$ cat src/rtl/mult_pkg.sv
// Shared FSM state type and encodings for the sequential shift-add multiplier.
package mult_pkg;

   localparam logic [1:0] ST_IDLE_ENC = 2'b00;
   localparam logic [1:0] ST_CALC_ENC = 2'b01;
   localparam logic [1:0] ST_NEG_ENC  = 2'b10;
   localparam logic [1:0] ST_DONE_ENC = 2'b11;

   typedef enum logic [1:0] {
      IDLE = ST_IDLE_ENC,
      CALC = ST_CALC_ENC,
      NEG  = ST_NEG_ENC,
      DONE = ST_DONE_ENC
   } mult_state_t;

endpackage

$ cat src/rtl/rca_Nbit_co.sv
// N-bit ripple-carry adder with carry-in and carry-out.
module rca_Nbit_co #(
   parameter int N = 4
) (
   input  logic [N-1:0] a,
   input  logic [N-1:0] b,
   input  logic         cin,
   output logic [N-1:0] s,
   output logic         cout
);

   logic [N-1:0] sum_s;
   logic         carry_s;

   // Bitwise full-adder chain; the carry lives in a block-local variable.
   always_comb begin
      logic c_v;
      sum_s = '0;
      c_v   = cin;
      for (int i = 0; i < N; i++) begin
         sum_s[i] = a[i] ^ b[i] ^ c_v;
         c_v      = (a[i] & b[i]) | (c_v & (a[i] ^ b[i]));
      end
      carry_s = c_v;
   end

   assign s    = sum_s;
   assign cout = carry_s;

endmodule

$ cat src/rtl/mult_seq_ctrl.sv
// Sequential shift-add multiplier controller; MULT_SEQ_SIGNED_EN selects the
// two's-complement build with magnitude conversion and a final NEG state.
module mult_seq_ctrl #(
   parameter int N = 4,
   parameter int M = 5
) (
   input  logic           clk,
   input  logic           rst_n,
   input  logic           start,
   input  logic [N-1:0]   A,
   input  logic [M-1:0]   B,
   output logic           busy,
   output logic           done,
   output logic [N+M-1:0] Prod
);
   import mult_pkg::*;

   localparam int W  = N + M;
   localparam int CW = (M > 1) ? $clog2(M) : 1;

   mult_state_t   state_q, state_d;
   logic [N-1:0]  a_mag_q, a_mag_d;
   logic [M-1:0]  b_q, b_d;
   logic [W-1:0]  acc_q, acc_d;
   logic [CW-1:0] cnt_q, cnt_d;
   logic          busy_q, busy_d;
   logic          done_q, done_d;
   logic [W-1:0]  prod_q, prod_d;
   logic [N-1:0]  a_load_s;
   logic [M-1:0]  b_load_s;
   logic [N-1:0]  addend_s;
   logic [N-1:0]  sum_s;
   logic          cout_s;
`ifdef MULT_SEQ_SIGNED_EN
   logic          sign_q, sign_d;
   logic          sign_load_s;
`endif

   assign addend_s = a_mag_q & {N{b_q[0]}};

   rca_Nbit_co #(.N(N)) u_rca (
      .a    (acc_q[W-1:M]),
      .b    (addend_s),
      .cin  (1'b0),
      .s    (sum_s),
      .cout (cout_s)
   );

   // Operand conditioning at accept time; zero operands force a positive sign.
   always_comb begin
`ifdef MULT_SEQ_SIGNED_EN
      if (A[N-1]) begin
         a_load_s = ~A + N'(1);
      end else begin
         a_load_s = A;
      end
      if (B[M-1]) begin
         b_load_s = ~B + M'(1);
      end else begin
         b_load_s = B;
      end
      sign_load_s = (A[N-1] ^ B[M-1]) & (A != '0) & (B != '0);
`else
      a_load_s = A;
      b_load_s = B;
`endif
   end

   // Next-state and datapath control.
   always_comb begin
      state_d = state_q;
      a_mag_d = a_mag_q;
      b_d     = b_q;
      acc_d   = acc_q;
      cnt_d   = cnt_q;
      prod_d  = prod_q;
      done_d  = 1'b0;
`ifdef MULT_SEQ_SIGNED_EN
      sign_d  = sign_q;
`endif
      case (state_q)
         IDLE: begin
            if (start) begin
               a_mag_d = a_load_s;
               b_d     = b_load_s;
               acc_d   = '0;
               cnt_d   = '0;
`ifdef MULT_SEQ_SIGNED_EN
               sign_d  = sign_load_s;
`endif
               state_d = CALC;
            end else begin
               state_d = IDLE;
            end
         end
         CALC: begin
            // Partial product goes into the upper N bits, then the whole word shifts right.
            acc_d = {cout_s, sum_s, acc_q[M-1:1]};
            b_d   = b_q >> 1;
            cnt_d = cnt_q + CW'(1);
            if (cnt_q == CW'(M - 1)) begin
`ifdef MULT_SEQ_SIGNED_EN
               state_d = NEG;
`else
               state_d = DONE;
`endif
            end else begin
               state_d = CALC;
            end
         end
`ifdef MULT_SEQ_SIGNED_EN
         NEG: begin
            if (sign_q) begin
               acc_d = ~acc_q + W'(1);
            end else begin
               acc_d = acc_q;
            end
            state_d = DONE;
         end
`endif
         DONE: begin
            prod_d  = acc_q;
            done_d  = 1'b1;
            state_d = IDLE;
         end
         default: begin
            state_d = IDLE;
         end
      endcase
      busy_d = (state_d != IDLE);
   end

   // State and datapath registers.
   always_ff @(posedge clk or negedge rst_n) begin
      if (!rst_n) begin
         state_q <= IDLE;
         a_mag_q <= '0;
         b_q     <= '0;
         acc_q   <= '0;
         cnt_q   <= '0;
         busy_q  <= 1'b0;
         done_q  <= 1'b0;
         prod_q  <= '0;
`ifdef MULT_SEQ_SIGNED_EN
         sign_q  <= 1'b0;
`endif
      end else begin
         state_q <= state_d;
         a_mag_q <= a_mag_d;
         b_q     <= b_d;
         acc_q   <= acc_d;
         cnt_q   <= cnt_d;
         busy_q  <= busy_d;
         done_q  <= done_d;
         prod_q  <= prod_d;
`ifdef MULT_SEQ_SIGNED_EN
         sign_q  <= sign_d;
`endif
      end
   end

   assign busy = busy_q;
   assign done = done_q;
   assign Prod = prod_q;

endmodule
$ cat config.mk
export PLATFORM = sky130hd
export DESIGN_NAME = mult_seq_ctrl
export DESIGN_NICKNAME = d
export VERILOG_FILES = /design/src/rtl/mult_pkg.sv /design/src/rtl/rca_Nbit_co.sv /design/src/rtl/mult_seq_ctrl.sv
export SDC_FILE = /design/constraint.sdc
export NUM_CORES = 1
export LEC_CHECK = 0
export BUFFER_PORTS_ARGS = -buffer_cell sky130_fd_sc_hd__buf_2
export CORE_MARGIN = 8
export CORE_UTILIZATION = 30
export DETAILED_ROUTE_END_ITERATION = 6
export SKIP_LAST_GASP = 1
export SLEW_MARGIN = 20
export SYNTH_ARGS = -nofsm -noshare
export SYNTH_HDL_FRONTEND = slang
export SYNTH_SLANG_ARGS = --single-unit
$ cat constraint.sdc
create_clock -name clk -period 2.5 [get_ports clk]
set_clock_uncertainty 0.1 [all_clocks]
set_input_delay 0.25 -clock clk [delete_from_list [all_inputs] [get_ports clk]]
set_output_delay 0.25 -clock clk [all_outputs]
set_load 0.05 [all_outputs]
**Word-level counts from Yosys, hierarchy flattened**

Cells that the tools add are included.

- Add/sub/neg operators: 1
- Mux-type cells: 10
- Equal/unequal tests: 4
- Bitwise gates (word level): 18
- Reduce and logical (&&, ||, !) cells: 5

Operators with widths:

| kind | number |
|---|---|
| 9-bit one-hot mux with 2 select lines | 1 |
| 5-bit one-hot mux with 2 select lines | 1 |
| 9-bit 2-to-1 mux | 1 |
| 1-bit AND | 7 |
| 1-bit bitwise XOR | 7 |
| 3-bit one-hot mux with 2 select lines | 1 |
| 5-bit 2-to-1 mux | 1 |
| 4-bit AND | 1 |
| 2-bit one-hot mux with 2 select lines | 1 |
| 2-bit AND reduction | 2 |
| 2-bit nonzero test | 2 |
| 3-bit by 1-bit adder with 3-bit output (second input constant) | 1 |
| 3-bit equality test (second input constant) | 1 |
| 3-bit 2-to-1 mux | 1 |
| 1-bit bitwise OR | 3 |
| 2-bit by 1-bit equality test with 1-bit output (second input constant) | 1 |
| 2-bit equality test (second input constant) | 1 |
| 2-bit logical NOT | 1 |
| 1-bit 2-to-1 mux | 2 |
| 2-bit 2-to-1 mux | 1 |
| 2-bit != test (second input constant) | 1 |

- Bits of input ports: 12
- Word-level logic and storage cells: 46
- Register bits: 34

**Depth between registers and ports, before layout**

- Depth after elaboration: 9
- Gate-level depth with buffers: 9
- Depth with buffers taken out: 9

**By module**

Synthesis repeated with hierarchy kept, for this count alone.

- Cell total of the unflattened synthesis: 118
- Area total of the unflattened synthesis: 1488.9 µm²

Modules (own cells, without submodules):

| module | cells an instance | instances | area an instance (µm²) | seq. area each (µm²) |
|---|---|---|---|---|
| mult_seq_ctrl | 104 | 1 | 1371.3 | 850.8 |
| rca_Nbit_co | 14 | 1 | 117.6 | 0.0 |

**Worst setup path before layout**

Ideal clock, no wire load.

- Kind: flip-flop to flip-flop
- From: reg b_q[0]
- To: reg acc_q[7]
- Cell stages (with the launch flop): 10
- Path buffers: 0
- Library setup time: 0.083 ns
- Data required time: 2.317 ns
- Clock period less this slack: 2.084 ns
- Arrival time: 1.901 ns
- Path slack: 0.416 ns
- Cell sequence: dfrtp_1 -> and2_1 -> ha_1 -> inv_1 -> fa_1 -> inv_1 -> fa_1 -> inv_1 -> fa_1 -> o21ai_0

- Word-level cells in the longest chain between the ends: 8
- Elaborated cells between the ends (all ways): 13
- Those cells by class: mux: 1; bitwise: 12

RTL lines:

| what | RTL line | source |
|---|---|---|
| from (decl) | mult_seq_ctrl.sv:23 | `logic [M-1:0] b_q, b_d;` |
| from (signal assigned) | mult_seq_ctrl.sv:138 | `b_q <= '0;` |
| from (signal assigned) | mult_seq_ctrl.sv:150 | `b_q <= b_d;` |
| 4-bit AND * | mult_seq_ctrl.sv:39 | `assign addend_s = a_mag_q & {N{b_q[0]}};` |
| 1-bit AND or 1-bit bitwise XOR (tied branches) | rca_Nbit_co.sv:22 | `c_v = (a[i] & b[i]) \| (c_v & (a[i] ^ b[i]));` |
| 1-bit AND | rca_Nbit_co.sv:22 |  |
| 1-bit bitwise OR | rca_Nbit_co.sv:22 |  |
| 1-bit AND | rca_Nbit_co.sv:22 |  |
| 1-bit bitwise OR | rca_Nbit_co.sv:22 |  |
| 1-bit bitwise XOR * | rca_Nbit_co.sv:21 | `sum_s[i] = a[i] ^ b[i] ^ c_v;` |
| 9-bit one-hot mux with 2 select lines * | mult_seq_ctrl.sv:81 | `case (state_q)` |
| to (signal assigned) | mult_seq_ctrl.sv:139 | `acc_q <= '0;` |
| to (signal assigned) | mult_seq_ctrl.sv:151 | `acc_q <= acc_d;` |
| to (decl) | mult_seq_ctrl.sv:24 | `logic [W-1:0] acc_q, acc_d;` |

Mark *: on every way between the ends. The rest lies on a longest branch, timed or not.
A chain may end at the register's enable or synchronous reset.

**Worst setup path after layout**

Ends and elaborated chain as after synthesis.

==> impl_table.tex <==
\begin{tabular}{lr}
\hline
Metric & Value \\
\hline
\multicolumn{2}{l}{\textbf{Outcome}} \\
Outcome & complete, no violations \\
\multicolumn{2}{l}{\textbf{Synth}} \\
Dominant combinational cell family by area after synthesis & compound AO/OA/AOI/OAI gates \\
Flip-flop and latch count after synthesis & 34 \\
Portion of netlist area occupied by mux cells & 9.536\% \\
Most frequently used flop master after synthesis & sky130\_fd\_sc\_hd\_\_dfrtp\_1 \\
Post-synthesis average cell area & about 13 µm² \\
Library cell with the highest instance count after synthesis & sky130\_fd\_sc\_hd\_\_dfrtp\_1 \\
Count of flip-flops with a built-in enable after synthesis & 0 \\
Top cells by area, synth & sky130\_fd\_sc\_hd\_\_dfrtp\_1, sky130\_fd\_sc\_hd\_\_mux2\_2, sky130\_fd\_sc\_hd\_\_a22o\_1 \\
Yosys cell types & 24 \\
Compound-gate portion of the synthesized area & 13.14\% \\
Synth cell count leaders & sky130\_fd\_sc\_hd\_\_dfrtp\_1, sky130\_fd\_sc\_hd\_\_inv\_1, sky130\_fd\_sc\_hd\_\_nand2\_1, sky130\_fd\_sc\_hd\_\_o22ai\_1 \\
Simple-Gate Fraction of Synth Area & 7.302\% \\
Net count of the mapped netlist & between 100 and 150 \\
Cell area after technology mapping & 1456 µm² \\
Share of synthesized cell area in full adder, half adder and majority cells & 6.701\% \\
Yosys top cell by area & sky130\_fd\_sc\_hd\_\_dfrtp\_1 \\
Register area share after synthesis & 58.42\% \\
Post-synthesis instance total & 116 \\
Total of warnings raised by yosys & 0 \\
Synthesized-area fraction occupied by xor and xnor cells & 0\% \\
Post-synth top area share & between 50 and 60\% \\
Share of synthesized flip-flops with an asynchronous set or reset & 100.0\% \\
\multicolumn{2}{l}{\textbf{Layout}} \\
Core utilization of the finished layout & between 30 and 40\% \\
Net count, final & 161 \\
Area growth from synthesis to layout & 19.59\% \\
Layout cell share with drive strength beyond 1 & roughly a third \\
Ant. Diodes & 0 \\
\multicolumn{2}{l}{\textbf{Placed design}} \\
HPWL Detailed & $\sim$2100 µm \\
Worst setup timing slack at the placement stage & 286.7 ps \\
Port bufs & 22 \\
Final Wtd Congestion & a little under 0.7 \\
\multicolumn{2}{l}{\textbf{Global route}} \\
Maximum number of pins on one net before global-route repair & 35 \\
Total global routing overflow & 0 \\
Total routing resource utilization after global routing & 8.511\% \\
Wire length of the first global-routing pass & 4781 µm \\
Number of antenna violations at the first check in global routing & 0 \\
Vias in the first global route & 1030 \\
\multicolumn{2}{l}{\textbf{Clock tree}} \\
Count of cells resized by post-cts repair & 0 \\
Clock root buffer & sky130\_fd\_sc\_hd\_\_clkbuf\_8 \\
Maximum clock insertion buffer count & 2 \\
Sink Count & 34 \\
Clock insertion delay at the later pin of the skew report & 280 ps \\
Num CTS Buffers & 5 \\
Clock tree from TritonCTS & built \\
Post-CTS setup buffers & 0 \\
Number of buffers added to fix hold violations after cts & 1 \\
Clock transition at the register clock pins on the worst setup and hold paths after CTS & 70 ps \\
H-Tree Depth & 2 \\
\multicolumn{2}{l}{\textbf{Routing}} \\
WL final & between 2000 and 3000 µm \\
Average wire per standard cell & roughly 14 µm \\
Drt initial violations & 34 \\
Antenna-violating nets left & 0 \\
Initial DRT Pass Iterations & 4 \\
Routed vias & 933 \\
Average vias per placed instance & 4.736 \\
Number of remaining DRC errors & 0 \\
\multicolumn{2}{l}{\textbf{Setup path}} \\
Crit path launch & b\_q[0] \\
Endpoint kind of the worst setup timing path & flip-flop \\
Endpoint of the lowest-slack register-to-register path & acc\_q[7] \\
Crit start category & flip-flop \\
Worst reg2reg setup slack & 320 ps \\
Critical-path maximum fanout & 6 \\
Cell depth of the worst flop-to-flop path & 9 \\
Timing endpoint of the critical path & acc\_q[7] \\
Crit Path Class & reg -> reg \\
Required time at the endpoint of the critical path & 2610 ps \\
Startpoint of the worst register-to-register path & b\_q[0] \\
Arrival @ worst endpoint & 2280 ps \\
\multicolumn{2}{l}{\textbf{STA}} \\
Hold\_ws & 96.97 ps \\
Sum of negative setup slack & 0 ps \\
Final setup slack of the worst path & between 300 and 400 ps \\
Worst-margin pin slew & about 740 ps \\
Final max-slew violation count & 0 \\
Relative slew margins & 50.50\% \\
Setup repair after global routing missed its margin & false \\
Final-report setup violation count & 0 \\
Period Utilization, post-route & roughly 87\% \\
FMAX & 459.3 MHz \\
Final hold violation count & 0 \\
Time the worst path needs with I/O delays and setup & 2177 ps \\
\multicolumn{2}{l}{\textbf{Die}} \\
Die Ht & between 80 and 90 µm \\
Floorplan die area & 7340 µm² \\
Placeable core area & $\sim$4700 µm² \\
Total I/O pin count & 23 \\
Placement row count & 25 \\
Starting density of the core & 31.04\% \\
Die W & about 86 µm \\
\multicolumn{2}{l}{\textbf{Job}} \\
Max-cap violations & 0 \\
\multicolumn{2}{l}{\textbf{Power}} \\
P per Cell Area & 1488 nW/µm² \\
Leak & 0.8447 nW \\
Highest ir drop seen on vdd & between 0.4 and 0.5 mV \\
Overall power after layout & 2.591 mW \\
\multicolumn{2}{l}{\textbf{Hold path}} \\
Type of the tightest min-delay check & in -> reg \\
\hline
\end{tabular}
sequential cells by signal, indices dropped and copies added (netlist names):
name,flops
Prod,9
a_mag_q,4
acc_q,9
b_q,5
busy,1
cnt_q,3
done,1
state_q,2
final cells by class:
cell class / count / area (µm²)
sequential: 34 / 850.8
tap: 54 / 67.56
clock inverter: 1 / 30.03
inverter: 13 / 48.80
timing repair buffer: 24 / 127.6
clock buffer: 6 / 82.58
multi-input combinational: 65 / 534.3
fill: 484 / 2950
cell families after synthesis:
group / after synthesis
multiplexers: 11
buffers and inverters: 17
AO/OA/AOI/OAI: 29
adder cells (fa/ha/maj): 6
AND/OR/NAND/NOR: 19
flip-flops: 34
critical path, stage by stage, from the launching register on:
cell	delay (ps)
sky130_fd_sc_hd__dfrtp_1	420
sky130_fd_sc_hd__and2_1	180
sky130_fd_sc_hd__ha_1	170
sky130_fd_sc_hd__inv_1	60
sky130_fd_sc_hd__fa_1	150
sky130_fd_sc_hd__inv_1	50
sky130_fd_sc_hd__fa_1	350
sky130_fd_sc_hd__inv_1	70
sky130_fd_sc_hd__fa_1	400
sky130_fd_sc_hd__o21ai_0	150
power breakdown:
group | switching [mW] | internal [mW]
sequential | 0.188 | 0.802
combinational | 0.658 | 0.431
clock | 0.194 | 0.319
total | 1.04 | 1.55
worst min-delay path by stage:
| stage | depth (start not counted) | to | from |
|---|---|---|---|
| global route | 2 | a_mag_q[0] | A[0] |
| floorplan | 0 | Prod[0] | rst_n |
| global placement | 1 | Prod[4] | rst_n |
| finish | 2 | a_mag_q[0] | A[0] |
| CTS | 2 | a_mag_q[0] | A[0] |
| detailed placement | 1 | done | rst_n |
cell usage in the layout, fill, tap and decap left out:
master	instances
sky130_fd_sc_hd__mux2_2	7
sky130_fd_sc_hd__inv_1	13
sky130_fd_sc_hd__ha_1	3
sky130_fd_sc_hd__nand2_2	1
sky130_fd_sc_hd__o21ai_0	6
sky130_fd_sc_hd__a21oi_1	4
sky130_fd_sc_hd__nor2_4	2
sky130_fd_sc_hd__o22ai_1	9
sky130_fd_sc_hd__nand2b_2	1
sky130_fd_sc_hd__o31ai_1	1
sky130_fd_sc_hd__mux2_4	4
sky130_fd_sc_hd__o221ai_1	1
sky130_fd_sc_hd__and3_1	1
sky130_fd_sc_hd__dlygate4sd3_1	1
sky130_fd_sc_hd__nor2_1	1
sky130_fd_sc_hd__nand2b_1	2
sky130_fd_sc_hd__buf_2	22
sky130_fd_sc_hd__clkbuf_8	6
sky130_fd_sc_hd__a22o_1	7
sky130_fd_sc_hd__bufinv_16	1
sky130_fd_sc_hd__buf_4	1
sky130_fd_sc_hd__fa_1	3
sky130_fd_sc_hd__nand2_1	9
sky130_fd_sc_hd__o21bai_1	1
sky130_fd_sc_hd__and2_1	2
sky130_fd_sc_hd__dfrtp_1	34
stage by stage:
step	std cells	area, µm²
after floorplan	116	1456
after global placement	189	1619
after detailed placement	189	1619
after CTS	197	1742
after global routing	197	1742
final	197	1742
metal layers:
metal | vias to the layer above | wire length, µm | global-route usage [%]
met4 | 0 | 57 | 4.777
li1 | 450 | - | -
met3 | 7 | 235 | 4.394
met2 | 21 | 1256 | 12.69
met1 | 455 | 1276 | 9.576
met5 | - | 0 | 0
(Power assumes the default switching activity.)
